$ cat src/rtl/adder_wb_requester_if.sv
// Bundle of the Wishbone slave port and the adder core val/rdy port.
// The slave modport is the requester's view; master is the SoC/core side.
interface adder_wb_requester_if #(
    parameter int MSG_W  = 32,
    parameter int RESP_W = 16
);
    // Wishbone slave port
    logic              wbs_stb_i;
    logic              wbs_cyc_i;
    logic              wbs_we_i;
    logic [3:0]        wbs_sel_i;
    logic [31:0]       wbs_dat_i;
    logic [31:0]       wbs_adr_i;
    logic              wbs_ack_o;
    logic [31:0]       wbs_dat_o;

    // Core request/response port
    logic [MSG_W-1:0]  req_msg;
    logic              req_val;
    logic              req_rdy;
    logic [RESP_W-1:0] resp_msg;
    logic              resp_val;
    logic              resp_rdy;

    // Interrupt to the SoC (user_irq[0])
    logic              irq;

    modport slave (
        input  wbs_stb_i, wbs_cyc_i, wbs_we_i, wbs_sel_i, wbs_dat_i, wbs_adr_i,
        output wbs_ack_o, wbs_dat_o,
        output req_msg, req_val,
        input  req_rdy,
        input  resp_msg, resp_val,
        output resp_rdy,
        output irq
    );

    modport master (
        output wbs_stb_i, wbs_cyc_i, wbs_we_i, wbs_sel_i, wbs_dat_i, wbs_adr_i,
        input  wbs_ack_o, wbs_dat_o,
        input  req_msg, req_val,
        output req_rdy,
        output resp_msg, resp_val,
        input  resp_rdy,
        input  irq
    );
endinterface

$ cat src/rtl/adder_wb_requester.sv
// Wishbone-mapped request engine for the adder core: firmware stages a
// request, launches it with GO, and reads back the result once DONE is set.
// Every output is a flop; core inputs only reach state through registers.
module adder_wb_requester #(
    parameter logic [31:0] BASE_ADDR = 32'h3000_0000,
    parameter int          MSG_W     = 32,
    parameter int          RESP_W    = 16
) (
    input  logic                 wb_clk_i,
    input  logic                 wb_rst_i,
    adder_wb_requester_if.slave  bus
);

    typedef enum logic [1:0] {
        IDLE = 2'd0,
        REQ  = 2'd1,
        WAIT = 2'd2
    } state_e;

    typedef enum logic [1:0] {
        OFF_REQ_DATA = 2'd0,
        OFF_CTRL     = 2'd1,
        OFF_RESULT   = 2'd2,
        OFF_COUNT    = 2'd3
    } reg_off_e;

    state_e            state_q, state_d;
    logic              req_val_q, resp_rdy_q;
    logic              ack_q;
    logic [31:0]       dat_o_q;
    logic [31:0]       req_data_q;
    logic [MSG_W-1:0]  launch_q;
    logic [RESP_W-1:0] result_q;
    logic [15:0]       count_q;
    logic              done_q, err_q;

    logic              wb_hit, wr_en, rd_en;
    reg_off_e          reg_off;
    logic              go, clr_err, busy, launch, go_err;
    logic              req_fire, resp_fire, result_rd;
    logic [31:0]       rd_word;

    // Bus decode: accept only when no ack is outstanding, so each access
    // takes exactly two cycles and is never double-counted.
    assign wb_hit  = bus.wbs_stb_i & bus.wbs_cyc_i & ~ack_q &
                     (bus.wbs_adr_i[31:4] == BASE_ADDR[31:4]);
    assign wr_en   = wb_hit & bus.wbs_we_i;
    assign rd_en   = wb_hit & ~bus.wbs_we_i;
    assign reg_off = reg_off_e'(bus.wbs_adr_i[3:2]);

    // CTRL bits live in byte lane 0; a write without that lane does nothing.
    assign go      = wr_en & (reg_off == OFF_CTRL) & bus.wbs_sel_i[0] & bus.wbs_dat_i[0];
    assign clr_err = wr_en & (reg_off == OFF_CTRL) & bus.wbs_sel_i[0] & bus.wbs_dat_i[1];

    assign busy      = (state_q != IDLE);
    assign launch    = go & ~busy;
    assign go_err    = go & busy;
    assign req_fire  = (state_q == REQ)  & bus.req_rdy;
    assign resp_fire = (state_q == WAIT) & bus.resp_val;
    assign result_rd = rd_en & (reg_off == OFF_RESULT);

    // Next-state logic for the request FSM.
    always_comb begin
        // NOTE: every variable assigned here gets a default first so no path
        // leaves it unassigned, which would otherwise infer a latch.
        state_d = state_q;
        unique case (state_q)
            IDLE:    if (launch)    state_d = REQ;
            REQ:     if (req_fire)  state_d = WAIT;
            WAIT:    if (resp_fire) state_d = IDLE;
            default:                state_d = IDLE;
        endcase
    end

    // State register; handshake outputs are registered from the next state
    // so they change together with the state and carry no input paths.
    always_ff @(posedge wb_clk_i or posedge wb_rst_i) begin
        if (wb_rst_i) begin
            state_q    <= IDLE;
            req_val_q  <= 1'b0;
            resp_rdy_q <= 1'b0;
        end else begin
            // NOTE: non-blocking assignments so every flop samples the
            // pre-edge value of every other flop, independent of order.
            state_q    <= state_d;
            req_val_q  <= (state_d == REQ);
            resp_rdy_q <= (state_d == WAIT);
        end
    end

    // Read-data mux over the register map.
    always_comb begin
        rd_word = '0;
        unique case (reg_off)
            OFF_REQ_DATA: rd_word = req_data_q;
            OFF_CTRL:     rd_word = {29'd0, err_q, done_q, busy};
            OFF_RESULT:   rd_word = 32'(result_q);
            OFF_COUNT:    rd_word = 32'(count_q);
            default:      rd_word = '0;
        endcase
    end

    // Single-cycle ack with read data registered alongside it.
    always_ff @(posedge wb_clk_i or posedge wb_rst_i) begin
        if (wb_rst_i) begin
            ack_q   <= 1'b0;
            dat_o_q <= '0;
        end else begin
            ack_q   <= wb_hit;
            dat_o_q <= rd_en ? rd_word : '0;
        end
    end

    // REQ_DATA staging register with per-byte write enables.
    always_ff @(posedge wb_clk_i or posedge wb_rst_i) begin
        if (wb_rst_i) begin
            req_data_q <= '0;
        end else if (wr_en && (reg_off == OFF_REQ_DATA)) begin
            for (int i = 0; i < 4; i++) begin
                if (bus.wbs_sel_i[i]) req_data_q[8*i +: 8] <= bus.wbs_dat_i[8*i +: 8];
            end
        end
    end

    // Launch register: snapshot of REQ_DATA taken at GO, held until next GO.
    always_ff @(posedge wb_clk_i or posedge wb_rst_i) begin
        if (wb_rst_i) begin
            launch_q <= '0;
        end else if (launch) begin
            launch_q <= req_data_q[MSG_W-1:0];
        end
    end

    // Completion bookkeeping: result capture, counter, DONE and ERR flags.
    always_ff @(posedge wb_clk_i or posedge wb_rst_i) begin
        if (wb_rst_i) begin
            result_q <= '0;
            count_q  <= '0;
            done_q   <= 1'b0;
            err_q    <= 1'b0;
        end else begin
            if (resp_fire) begin
                result_q <= bus.resp_msg;
                count_q  <= count_q + 16'd1;
            end
            // Completion beats a coincident RESULT read.
            if (resp_fire)      done_q <= 1'b1;
            else if (result_rd) done_q <= 1'b0;
            // A rejected GO beats a coincident CLR_ERR.
            if (go_err)         err_q <= 1'b1;
            else if (clr_err)   err_q <= 1'b0;
        end
    end

    assign bus.wbs_ack_o = ack_q;
    assign bus.wbs_dat_o = dat_o_q;
    assign bus.req_msg   = launch_q;
    assign bus.req_val   = req_val_q;
    assign bus.resp_rdy  = resp_rdy_q;
    assign bus.irq       = done_q;

endmodule
$ cat src/flat_wrapper.sv
// flat-port wrapper written by rule: the top's interface ports become plain ports
module adder_wb_requester_flat 
#(
    parameter logic [31:0] BASE_ADDR = 32'h3000_0000,
    parameter int          MSG_W     = 32,
    parameter int          RESP_W    = 16
)
  (wb_clk_i, wb_rst_i, bus_wbs_stb_i, bus_wbs_cyc_i, bus_wbs_we_i, bus_wbs_sel_i, bus_wbs_dat_i, bus_wbs_adr_i, bus_wbs_ack_o, bus_wbs_dat_o, bus_req_msg, bus_req_val, bus_req_rdy, bus_resp_msg, bus_resp_val, bus_resp_rdy, bus_irq);
  adder_wb_requester_if #(.MSG_W(MSG_W), .RESP_W(RESP_W)) bus_i ();
  input  logic wb_clk_i;
  input  logic wb_rst_i;
  input wire logic [$bits(bus_i.wbs_stb_i)-1:0] bus_wbs_stb_i;
  input wire logic [$bits(bus_i.wbs_cyc_i)-1:0] bus_wbs_cyc_i;
  input wire logic [$bits(bus_i.wbs_we_i)-1:0] bus_wbs_we_i;
  input wire logic [$bits(bus_i.wbs_sel_i)-1:0] bus_wbs_sel_i;
  input wire logic [$bits(bus_i.wbs_dat_i)-1:0] bus_wbs_dat_i;
  input wire logic [$bits(bus_i.wbs_adr_i)-1:0] bus_wbs_adr_i;
  output wire logic [$bits(bus_i.wbs_ack_o)-1:0] bus_wbs_ack_o;
  output wire logic [$bits(bus_i.wbs_dat_o)-1:0] bus_wbs_dat_o;
  output wire logic [$bits(bus_i.req_msg)-1:0] bus_req_msg;
  output wire logic [$bits(bus_i.req_val)-1:0] bus_req_val;
  input wire logic [$bits(bus_i.req_rdy)-1:0] bus_req_rdy;
  input wire logic [$bits(bus_i.resp_msg)-1:0] bus_resp_msg;
  input wire logic [$bits(bus_i.resp_val)-1:0] bus_resp_val;
  output wire logic [$bits(bus_i.resp_rdy)-1:0] bus_resp_rdy;
  output wire logic [$bits(bus_i.irq)-1:0] bus_irq;
  assign bus_i.wbs_stb_i = bus_wbs_stb_i;
  assign bus_i.wbs_cyc_i = bus_wbs_cyc_i;
  assign bus_i.wbs_we_i = bus_wbs_we_i;
  assign bus_i.wbs_sel_i = bus_wbs_sel_i;
  assign bus_i.wbs_dat_i = bus_wbs_dat_i;
  assign bus_i.wbs_adr_i = bus_wbs_adr_i;
  assign bus_wbs_ack_o = bus_i.wbs_ack_o;
  assign bus_wbs_dat_o = bus_i.wbs_dat_o;
  assign bus_req_msg = bus_i.req_msg;
  assign bus_req_val = bus_i.req_val;
  assign bus_i.req_rdy = bus_req_rdy;
  assign bus_i.resp_msg = bus_resp_msg;
  assign bus_i.resp_val = bus_resp_val;
  assign bus_resp_rdy = bus_i.resp_rdy;
  assign bus_irq = bus_i.irq;
  adder_wb_requester #(.BASE_ADDR(BASE_ADDR), .MSG_W(MSG_W), .RESP_W(RESP_W)) u_core (.wb_clk_i(wb_clk_i), .wb_rst_i(wb_rst_i), .bus(bus_i));
endmodule
$ cat config.mk
export PLATFORM = sky130hd
export DESIGN_NAME = adder_wb_requester_flat
export DESIGN_NICKNAME = d
export VERILOG_FILES = /design/src/rtl/adder_wb_requester_if.sv /design/src/rtl/adder_wb_requester.sv /design/src/flat_wrapper.sv
export SDC_FILE = /design/constraint.sdc
export NUM_CORES = 1
export LEC_CHECK = 0
export ABC_AREA = 1
export CAP_MARGIN = 0
export CORE_AREA = 2 2 115 117
export CTS_BUF_LIST = sky130_fd_sc_hd__clkbuf_8
export CTS_CLUSTER_DIAMETER = 30
export CTS_CLUSTER_SIZE = 25
export DETAILED_ROUTE_END_ITERATION = 6
export DIE_AREA = 0 0 117 119
export PLACE_DENSITY = 0.87
export SLEW_MARGIN = 20
export SYNTH_ARGS = -nofsm -noshare
export SYNTH_HDL_FRONTEND = slang
export SYNTH_SLANG_ARGS = --single-unit
$ cat constraint.sdc
create_clock -name wb_clk_i -period 5.3 [get_ports wb_clk_i]
set_input_delay 0.795 -clock wb_clk_i [delete_from_list [all_inputs] [get_ports wb_clk_i]]
set_output_delay 0.795 -clock wb_clk_i [all_outputs]
set_load 0.01 [all_outputs]
==> impl_metrics.csv <==
group,metric,value,unit
floorplan,die_w,117,um
worst_hold_path,min_path_type,"reg -> reg",
floorplan,die_h,119,um
floorplan,core-area,12900,sq um
cts,clock-sinks,135,
cts,h-tree-depth,4,
synth,synth_ff_type,"dfrtp_1",
power_and_ir_drop,swShare,0.254,
worst_hold_path,hold_path_depth,2,
setup_path,worstPathMaxFanout,18,
placed_design,placement.io_buffers,156,
finish,drive_gt1_frac,0.118,
sta,rsz0062_at_grt,"false",
setup_path,crit_family,"simple AND/OR/NAND/NOR gates",
drt,drt_iter0_drc,286,
finish,area_growth,34.3,%
global_routing,grt_pass1_wl,23700,um
setup_path,crit_path_start_kind,"input port",
setup_path,cp_num_buf_inv,2,
setup_path,required,5.60,ns
synth,synth-seq-cells,135,
power_and_ir_drop,powerDensity,254,nW/um^2
sta,fmax,369,MHz
status,outcome,"complete, no violations",
global_routing,overflow,0,
sta,hold_viol,0,
setup_path,crit_path_frequent_cell,"nand2_1",
finish,diodes,0,
power_and_ir_drop,combPwrFrac,0.074,
setup_path,end_kind,"register",
cts,cts-root-buf,"clkbuf_8",
power_and_ir_drop,power_frac_clock,0.407,
synth,netlist_top_cells_count,"nand2_1, dfrtp_1, inv_1",
power_and_ir_drop,total_leakage_power,3.87,nW
sta,period_share,0.512,
placed_design,place_congestion,0.881,
synth,synth.largest_area_cell,"dfrtp_1",
setup_path,worstPathArrival,3.01,ns
setup_path,crit_chain,"clkdlybuf4s50_1 > nand2_1 > nor2_1 > nand2_2 > nor2_4 > nand3_1 > nor2_2 > buf_4 > nand2_1 > nand2_1 > o21ai_0",
global_routing,antenna_found_initial,0,
synth,synthTopCellsByArea,"dfrtp_1, nand2_1, o21ai_2",
synth,async_reset_ff_frac,1.00,
synth,post-synth-top-count-cell,"nand2_1",
global_routing,grt_max_degree,109,
drt,routed_wl,15000,um
power_and_ir_drop,vdd.ir_drop.worst,0.148,mV
setup_path,critPathSlowestCell,"nor2_2",
drt,via_per_inst,4.95,
synth,ys_seq_area_frac,0.569,
drt,vias,4916,
flow_run,max_cap_viol_count,0,
synth,syn_nets,743,
cts,path_clk_slew,0.08,ns
cts,numCtsBuffers,17,
setup_path,crit_type,"in -> reg",
cts,cts_tree,"done",
drt,ant_nets,0,
floorplan,die-area,13900,sq um
synth,yosysTopAreaCellShare,0.569,
sta,slew_violations,0,
floorplan,initial_core_util,0.461,
synth,synth_cell_type_count,36,
power_and_ir_drop,seqPwrFrac,0.520,
sta,worstMarginPinSlew,0.948,ns
sta,fin_crit,2.71,ns
drt,wl_per_cell,15.1,um
global_routing,grt_use_total,0.222,
power_and_ir_drop,intPower,0.00151,W
sta,fin_hold_ws,0.476,ns
cts,clockBufferDepth,2,
power_and_ir_drop,switchingPower,0.000515,W
drt,drt_first_pass_iters,5,
synth,syn_inst,651,
cts,insertion_delay,0.44,ns
setup_path,cp.depth,11,
sta,setup_viol,0,
cts,hold_buffers,0,
synth,synth_edf_count,0,
sta,tns,0,ns
cts,cts_resized,0,
synth,synth_area,5940,sq um
sta,clock_skew,0.0135,ns
sta,slew_headroom,0.368,
synth,yosys_warnings,0,
placed_design,dp_hpwl,10500,um
cts,postCtsSetupBuffers,0,
synth,synth_area_per_cell,9.12,sq um
floorplan,rows,42,
setup_path,max_stage_delay,0.61,ns
drt,drcViolationCount,0,
finish,layout.nets,896,
floorplan,pin_count,159,
global_routing,first_global_vias,4851,
setup_path,rr_worst_depth,11,
-- state kept, by name, indices dropped and copies added (netlist names) --
register              count
u_core.bus.irq            1
u_core.result_q          16
u_core.count_q           16
u_core.bus.req_msg       32
u_core.err_q              1
u_core.req_data_q        32
u_core.bus.wbs_dat_o     32
u_core.bus.resp_rdy       1
u_core.bus.req_val        1
u_core.state_q            2
u_core.bus.wbs_ack_o      1
-- final timing paths --
kind                       slack [ns]                     to                  start
max                              2.59           u_core.err_q          bus_wbs_cyc_i
min                              0.48  u_core.bus.req_msg[4]  u_core.bus.req_msg[4]
max reg2reg                      3.01           u_core.err_q   u_core.bus.wbs_ack_o
min reg2reg                      0.48  u_core.bus.req_msg[4]  u_core.bus.req_msg[4]
max in group asynchronous        3.44  u_core.bus.req_msg[2]               wb_rst_i
min in group asynchronous        0.92  u_core.bus.req_msg[0]               wb_rst_i
-- worst min-delay path, stage by stage (launching register included) --
cell	delay, ns
dfrtp_1	0.35
nand2_1	0.05
nand2_1	0.04
-- cell type report --
cell class / instances / area, sq um
clock buffers: 18 / 248
clock inverters: 14 / 140
fillers: 1065 / 4900
inverters: 74 / 283
multi-input cells: 413 / 2090
flip-flops and latches: 135 / 3380
well taps: 176 / 220
repair buffers: 163 / 1610
-- logic make-up (layout without fill, tap and decap cells) --
logic type | Yosys count | in the layout | synth area share
adder cells (fa/ha/maj) | 1 | 1 | 0.00211
AND/OR/NAND/NOR | 343 | 343 | 0.260
buffers and inverters | 103 | 269 | 0.0784
XOR/XNOR | 11 | 11 | 0.0162
AO/OA/AOI/OAI | 58 | 58 | 0.0744
flip-flops | 135 | 135 | 0.569
-- cell usage in the layout, fill, tap and decap left out, drive strengths merged, types with 3 or more instances in the layout --
cell type,n
nand3,15
inv,79
nand4,35
clkinv,5
nand2,242
xnor2,3
clkbuf,18
nor2,46
clkinvlp,3
dfrtp,135
o21ai,38
a31oi,12
clkdlybuf4s50,156
buf,7
xor2,8
-- power groups by stage --
stage	clock network, W	logic (W)	registers (W)
2_1_floorplan	0	0.0000611	0.00107
3_3_place_gp	0	0.000148	0.00107
3_5_place_dp	0	0.000151	0.00107
4_1_cts	0.000841	0.000152	0.00105
5_1_grt	0.000881	0.000166	0.00106
6_report	0.000825	0.000149	0.00105
-- metrics by stage --
step	instances	area (sq um)	setup slack, ns	total power, W	util
global placement	961	7590	2.23	0.00122	0.590
CTS	993	7980	2.61	0.00205	0.620
floorplan	651	5940	0.894	0.00113	-
global route	993	7980	2.41	0.00210	0.620
detailed placement	961	7590	2.14	0.00122	0.590
finish	993	7980	2.59	0.00203	0.620
-- per-layer routing --
layer	track usage	part of all wire	routed length, um
met5	0	0	0
met4	0.0676	0.014	213
met3	0.0565	0.075	1130
met2	0.383	0.51	7630
met1	0.271	0.40	5990
(Power assumes the default switching activity.)
